File: src/rtl/addition_round_stage.sv
// Final stage of the single-precision adder: rounds the normalized mantissa,
// renormalizes, saturates on overflow and packs the IEEE-754 result.
module addition_round_stage #(
  parameter int DATA_WIDTH = 32,
  parameter int MENT_WIDTH = 23,
  parameter int EXPO_WIDTH = 8
) (
  input  logic                    clk_in,
  input  logic                    rst_n_in,
  input  logic                    valid_in,
  output logic                    ready_out,
  input  logic                    sign_in,
  input  logic [EXPO_WIDTH:0]     exponent_in,
  input  logic [MENT_WIDTH+3:0]   mentissa_in,
  input  logic [1:0]              rmode_in,
  input  logic                    is_nan_in,
  input  logic                    is_inf_in,
  input  logic                    is_zero_in,
  output logic                    valid_out,
  input  logic                    ready_in,
  output logic [DATA_WIDTH-1:0]   floating_addition_out,
  output logic                    inexact_out,
  output logic                    overflow_out
);

  localparam int RW = MENT_WIDTH + 2;
  localparam int EW = EXPO_WIDTH + 2;
  localparam logic [EW-1:0] EXP_LIMIT = {2'b00, {EXPO_WIDTH{1'b1}}};

  typedef enum logic [1:0] {
    RNE = 2'b00,
    RTZ = 2'b01,
    RUP = 2'b10,
    RDN = 2'b11
  } rmode_e;

  logic                  aValid_q, aValid_d;
  logic                  aSign_q;
  logic [EXPO_WIDTH:0]   aExp_q;
  logic [RW-1:0]         aRounded_q, aRounded_d;
  logic                  aInexact_q, aInexact_d;
  logic                  aNan_q, aInf_q, aZero_q;
  logic [1:0]            aRmode_q;

  logic                  bValid_q, bValid_d;
  logic [DATA_WIDTH-1:0] result_q, result_d;
  logic                  inexact_q, inexact_d;
  logic                  overflow_q, overflow_d;

  logic advanceA, advanceB;
  logic guardBit, roundBit, stickyBit, lsbBit, roundInc;

  assign advanceB  = !bValid_q || ready_in;
  assign advanceA  = !aValid_q || advanceB;
  assign ready_out = advanceA;
  assign aValid_d  = advanceA ? valid_in : aValid_q;
  assign bValid_d  = advanceB ? aValid_q : bValid_q;

  assign lsbBit     = mentissa_in[3];
  assign guardBit   = mentissa_in[2];
  assign roundBit   = mentissa_in[1];
  assign stickyBit  = mentissa_in[0];
  assign aInexact_d = guardBit | roundBit | stickyBit;

  always_comb begin
    roundInc = 1'b0;
    case (rmode_e'(rmode_in))
      RNE: roundInc = guardBit & (roundBit | stickyBit | lsbBit);
      RTZ: roundInc = 1'b0;
      RUP: roundInc = !sign_in & aInexact_d;
      RDN: roundInc = sign_in & aInexact_d;
      default: roundInc = 1'b0;
    endcase
  end

  assign aRounded_d = {1'b0, mentissa_in[MENT_WIDTH+3:3]} + {{(RW-1){1'b0}}, roundInc};

  always_ff @(posedge clk_in or negedge rst_n_in) begin
    if (!rst_n_in) begin
      aValid_q   <= 1'b0;
      aSign_q    <= 1'b0;
      aExp_q     <= '0;
      aRounded_q <= '0;
      aInexact_q <= 1'b0;
      aNan_q     <= 1'b0;
      aInf_q     <= 1'b0;
      aZero_q    <= 1'b0;
      aRmode_q   <= 2'b00;
    end else begin
      aValid_q <= aValid_d;
      if (advanceA && valid_in) begin
        aSign_q    <= sign_in;
        aExp_q     <= exponent_in;
        aRounded_q <= aRounded_d;
        aInexact_q <= aInexact_d;
        aNan_q     <= is_nan_in;
        aInf_q     <= is_inf_in;
        aZero_q    <= is_zero_in;
        aRmode_q   <= rmode_in;
      end
    end
  end

  logic [EW-1:0]         expFinal;
  logic [MENT_WIDTH-1:0] fracFinal;
  logic                  expOverflow;
  logic [DATA_WIDTH-1:0] infWord, maxWord;

  // A rounding carry leaves rounded = 10...0, so the fraction is zero.
  always_comb begin
    expFinal  = {1'b0, aExp_q};
    fracFinal = aRounded_q[MENT_WIDTH-1:0];
    if (aRounded_q[MENT_WIDTH+1]) begin
      expFinal  = {1'b0, aExp_q} + {{(EW-1){1'b0}}, 1'b1};
      fracFinal = '0;
    end else if (aExp_q == '0 && aRounded_q[MENT_WIDTH]) begin
      expFinal = {{(EW-1){1'b0}}, 1'b1};
    end
  end

  assign expOverflow = (expFinal >= EXP_LIMIT);
  assign infWord = {aSign_q, {EXPO_WIDTH{1'b1}}, {MENT_WIDTH{1'b0}}};
  assign maxWord = {aSign_q, {(EXPO_WIDTH-1){1'b1}}, 1'b0, {MENT_WIDTH{1'b1}}};

  always_comb begin
    result_d   = {aSign_q, expFinal[EXPO_WIDTH-1:0], fracFinal};
    inexact_d  = aInexact_q;
    overflow_d = 1'b0;
    if (aNan_q) begin
      result_d  = {1'b0, {EXPO_WIDTH{1'b1}}, 1'b1, {(MENT_WIDTH-1){1'b0}}};
      inexact_d = 1'b0;
    end else if (aInf_q) begin
      result_d  = infWord;
      inexact_d = 1'b0;
    end else if (aZero_q) begin
      result_d  = {aSign_q, {(DATA_WIDTH-1){1'b0}}};
      inexact_d = 1'b0;
    end else if (expOverflow) begin
      inexact_d  = 1'b1;
      overflow_d = 1'b1;
      case (rmode_e'(aRmode_q))
        RNE: result_d = infWord;
        RTZ: result_d = maxWord;
        RUP: result_d = aSign_q ? maxWord : infWord;
        RDN: result_d = aSign_q ? infWord : maxWord;
        default: result_d = infWord;
      endcase
    end
  end

  always_ff @(posedge clk_in or negedge rst_n_in) begin
    if (!rst_n_in) begin
      bValid_q   <= 1'b0;
      result_q   <= '0;
      inexact_q  <= 1'b0;
      overflow_q <= 1'b0;
    end else begin
      bValid_q <= bValid_d;
      if (advanceB && aValid_q) begin
        result_q   <= result_d;
        inexact_q  <= inexact_d;
        overflow_q <= overflow_d;
      end
    end
  end

  assign valid_out             = bValid_q;
  assign floating_addition_out = result_q;
  assign inexact_out           = inexact_q;
  assign overflow_out          = overflow_q;

endmodule
File: config.mk
export PLATFORM = sky130hd
export DESIGN_NAME = addition_round_stage
export DESIGN_NICKNAME = d
export VERILOG_FILES = /design/src/rtl/addition_round_stage.sv
export SDC_FILE = /design/constraint.sdc
export NUM_CORES = 1
export LEC_CHECK = 0
export ABC_AREA = 1
export CAP_MARGIN = 10
export CELL_PAD_IN_SITES_DETAIL_PLACEMENT = 1
export CELL_PAD_IN_SITES_GLOBAL_PLACEMENT = 1
export CORE_MARGIN = 2
export CORE_UTILIZATION = 35
export DETAILED_ROUTE_END_ITERATION = 16
export GPL_ROUTABILITY_DRIVEN = 1
export PLACE_DENSITY = 0.83
export REMOVE_ABC_BUFFERS = 1
export SYNTH_ARGS = -nofsm -noshare
export SYNTH_HDL_FRONTEND = slang
export SYNTH_SLANG_ARGS = --single-unit
File: constraint.sdc
create_clock -name clk_in -period 5.2 [get_ports clk_in]
set_clock_uncertainty 0.1 [all_clocks]
set_input_delay 1.04 -clock clk_in [delete_from_list [all_inputs] [get_ports clk_in]]
set_output_delay 1.04 -clock clk_in [all_outputs]
set_load 0.1 [all_outputs]
==> flow_metrics.py <==
metrics = {
    "clock_network": {
        "cts_tree": "built",
        "post-cts-setup-buffers": 0,
        "cts_root_buf": "clkbuf_16",
        "cts_buffers": 9,
        "cts.clk_slew.worst_paths_ps": 60,
        "cts_repair_resize_count": 0,
        "htreeDepth": 3,
        "cts_max_path_buffers": 2,
        "clock_sinks": 77,
        "cts_hold_buf": 0,
        "clkLatencyLatePin_ps": 330,
    },
    "layout": {
        "drive_above_1_share": 0.09752,
        "nets": 610,
        "stdcell_count": 704,
        "layout_commonest_cell": "nand2_1",
        "antenna_cells": 0,
        "fillers": 1339,
        "area_delta_synth_final_pct": 29.67,
        "final_cell_mix": "nand2_1, clkdlybuf4s50_1, dfrtp_1",
    },
    "yosys": {
        "synth_area_mm2": 0.003964,
        "synth_top_flop_cell": "dfrtp_1",
        "syn_avg_cell_area_um2": 8.207,
        "synth-compound-area-share": 0.1364,
        "ys_seq_area_frac": 0.4861,
        "async_flop_share": 1.000,
        "synthMuxAreaShare": 0,
        "synth_xor_area_frac": 0.05082,
        "synth_cells": 483,
        "synth-edff-count": 0,
        "synth_top_family_by_area": "simple AND/OR/NAND/NOR gates",
        "yosys_warnings": 0,
        "synth.distinct_cells": 31,
        "synth-simple-area-share": 0.2532,
        "synth_seq_cells": 77,
        "synthAdderAreaFrac": 0.01263,
    },
    "setup_path": {
        "crit_path_end_kind": "register",
        "critPathArrivalTime_ps": 3550,
        "rrSetupSlack_ps": 2450,
        "worstPathRequired_ps": 5370,
        "path_cells": "clkdlybuf4s50_1 -> xnor2_1 -> a32o_1 -> ha_1 -> ha_1 -> nand2_1 -> nor2_1 -> nand4_1 -> nor2_1 -> nand4_1 -> nor2_1 -> xor2_1 -> nand2_1 -> nand2_1",
        "critPathMaxFanout": 4,
        "worst_path_largest_cell_delay_ps": 530,
        "path_class": "primary input to register",
        "startpoint_type": "primary input",
        "cpMaxStageDelayCell": "clkdlybuf4s50_1",
    },
    "floorplan": {
        "rows": 38,
        "start_util": 0.3625,
        "die_h_um": 110.4,
        "ios": 82,
        "core-area_mm2": 0.01094,
        "dieArea_mm2": 0.01219,
        "die_x_um": 110.4,
    },
    "global_route": {
        "grt_pass1_wl_um": 18440,
        "gr-usage-all-layers": 0.1837,
        "overflow": 0,
        "grt_max_degree": 78,
        "first_global_vias": 3869,
        "antenna_found_initial": 0,
    },
    "sta": {
        "worst_slew_pin_slew_ps": 1002,
        "relSlewSlack": 0.3301,
        "final-max-slew-violation-count": 0,
        "fmax_mhz": 296.5,
        "finalSetupTns_ps": 0,
        "post-route-period-util": 0.6487,
        "rsz0062_at_grt": "false",
        "hold_viol": 0,
        "setup_viol": 0,
        "finalCriticalPeriod_ps": 3373,
    },
    "drt": {
        "drt_first_pass_iters": 4,
        "vias_per_cell": 5.004,
        "vias": 3523,
        "routed_wl_um": 10880,
        "drc": 0,
        "ant_nets": 0,
        "dr.first_iter.drc_count": 103,
        "wire_per_inst_um": 15.45,
    },
    "place": {
        "place_hpwl_um": 7630,
        "dp.cells": 688,
        "gp_congestion": 0.8453,
        "portBuffers": 81,
    },
    "power": {
        "power_leakage_uw": 0.002337,
        "peakVddDrop_uv": 236.2,
        "powerDensity_mw_per_mm2": 447.5,
    },
    "min_path": {
        "min_path_type": "register to register",
    },
    "outcome": {
        "status": "completed",
    },
    "flow_run": {
        "max_cap_violations": 0,
    },
}
## final timing paths
kind | depth (start not counted) | endpoint | from
max | 14 | aRounded_q[18]$_DFFE_PN0P_ | rmode_in[0]
min | 2 | overflow_out$_DFFE_PN0P_ | overflow_out$_DFFE_PN0P_
max reg2reg | 10 | floating_addition_out[1]$_DFFE_PN0P_ | aRounded_q[24]$_DFFE_PN0P_
min reg2reg | 2 | overflow_out$_DFFE_PN0P_ | overflow_out$_DFFE_PN0P_
max in group asynchronous | 1 | aRounded_q[10]$_DFFE_PN0P_ | rst_n_in
min in group asynchronous | 1 | floating_addition_out[17]$_DFFE_PN0P_ | rst_n_in
## per-stage QoR
| stage | worst slack [ps] | hold WS (ps) | util | area, µm² | total power [µW] |
|---|---|---|---|---|---|
| 2_1_floorplan | 1017 | 348.7 | - | 3850 | 1463 |
| 4_1_cts | 1760 | 382.4 | 0.4675 | 5112 | 2319 |
| 6_report | 1827 | 377.7 | 0.4700 | 5140 | 2300 |
| 3_5_place_dp | 1415 | 365.8 | 0.4431 | 4846 | 1737 |
| 3_3_place_gp | 1591 | 363.5 | 0.4431 | 4846 | 1715 |
| 5_1_grt | 1508 | 400.8 | 0.4700 | 5140 | 2405 |
## layer usage
layer  part of all wire  routed length, µm  vias to the layer above  GRT usage
li1                   -                  -                     1720          -
met1               0.44               4776                     1717     0.2202
met2               0.51               5508                       71     0.3313
met3              0.038                415                       15    0.02799
met4              0.016                178                        0    0.06917
met5                  0                  0                        -          0
## state kept, by name, summed over array words and instances, names as in the netlist
signal and flops:
aNan_q 1, aRounded_q 25, floating_addition_out 32, aSign_q 1
aRmode_q 2, overflow_out 1, aInexact_q 1, aValid_q 1
aExp_q 9, inexact_out 1, aZero_q 1, valid_out 1
aInf_q 1
## cells by family (layout without fill, tap and decap cells)
group / Yosys count / in the layout
DFF: 77 / 77
and+or+nand+nor: 237 / 237
buffers and inverters: 52 / 133
adders and majority gates: 4 / 4
xor gates and xnor gates: 23 / 23
AOI/OAI and AO/OA: 90 / 90
## synth_stat cells (2+ instances only)
cell type / count / area (µm²)
xor2_1: 16 / 140.1
clkbuf_1: 11 / 41.29
nor2_2: 5 / 31.28
ha_1: 4 / 50.05
dfrtp_1: 77 / 1927
buf_2: 2 / 10.01
xnor2_1: 7 / 61.31
inv_2: 2 / 7.510
nand2_2: 2 / 12.51
nand4_1: 6 / 37.54
nand3_1: 25 / 125.1
nor2_1: 34 / 127.6
o21ai_2: 20 / 175.2
buf_12: 2 / 40.04
o21ai_0: 31 / 155.2
nand2_1: 153 / 574.3
nor3_1: 5 / 25.02
o21ai_1: 2 / 10.01
clkinv_1: 2 / 7.510
nor3_2: 2 / 20.02
nand2_4: 3 / 33.78
buf_4: 3 / 22.52
inv_1: 30 / 112.6
a21oi_1: 32 / 160.2
## cell type report
type / instances / area, µm² / area share
multi-input cells: 354 / 1795 / 0.3493
clock buffers: 10 / 239.0 / 0.04649
inverters: 34 / 127.6 / 0.02483
flip-flops and latches: 77 / 1927 / 0.3749
well taps: 140 / 175.2 / 0.03408
clock inverters: 5 / 27.53 / 0.005355
repair buffers: 84 / 848.3 / 0.1650
## worst max-delay path: cells and delay by family
kind                       cells  cell delay (ps)
AOI/OAI and AO/OA              1              190
xor gates and xnor gates       2              310
adders and majority gates      2              380
buffers and inverters          1              530
and+or+nand+nor                8             1090
## power by group
part / switching [µW] / total [µW] / internal [µW]
Sequential: 68.3 / 777 / 709
Combinational: 715 / 950 / 236
Clock: 243 / 572 / 330
Total: 1030 / 2300 / 1270
Note: power is estimated with default switching activity, not from simulation.
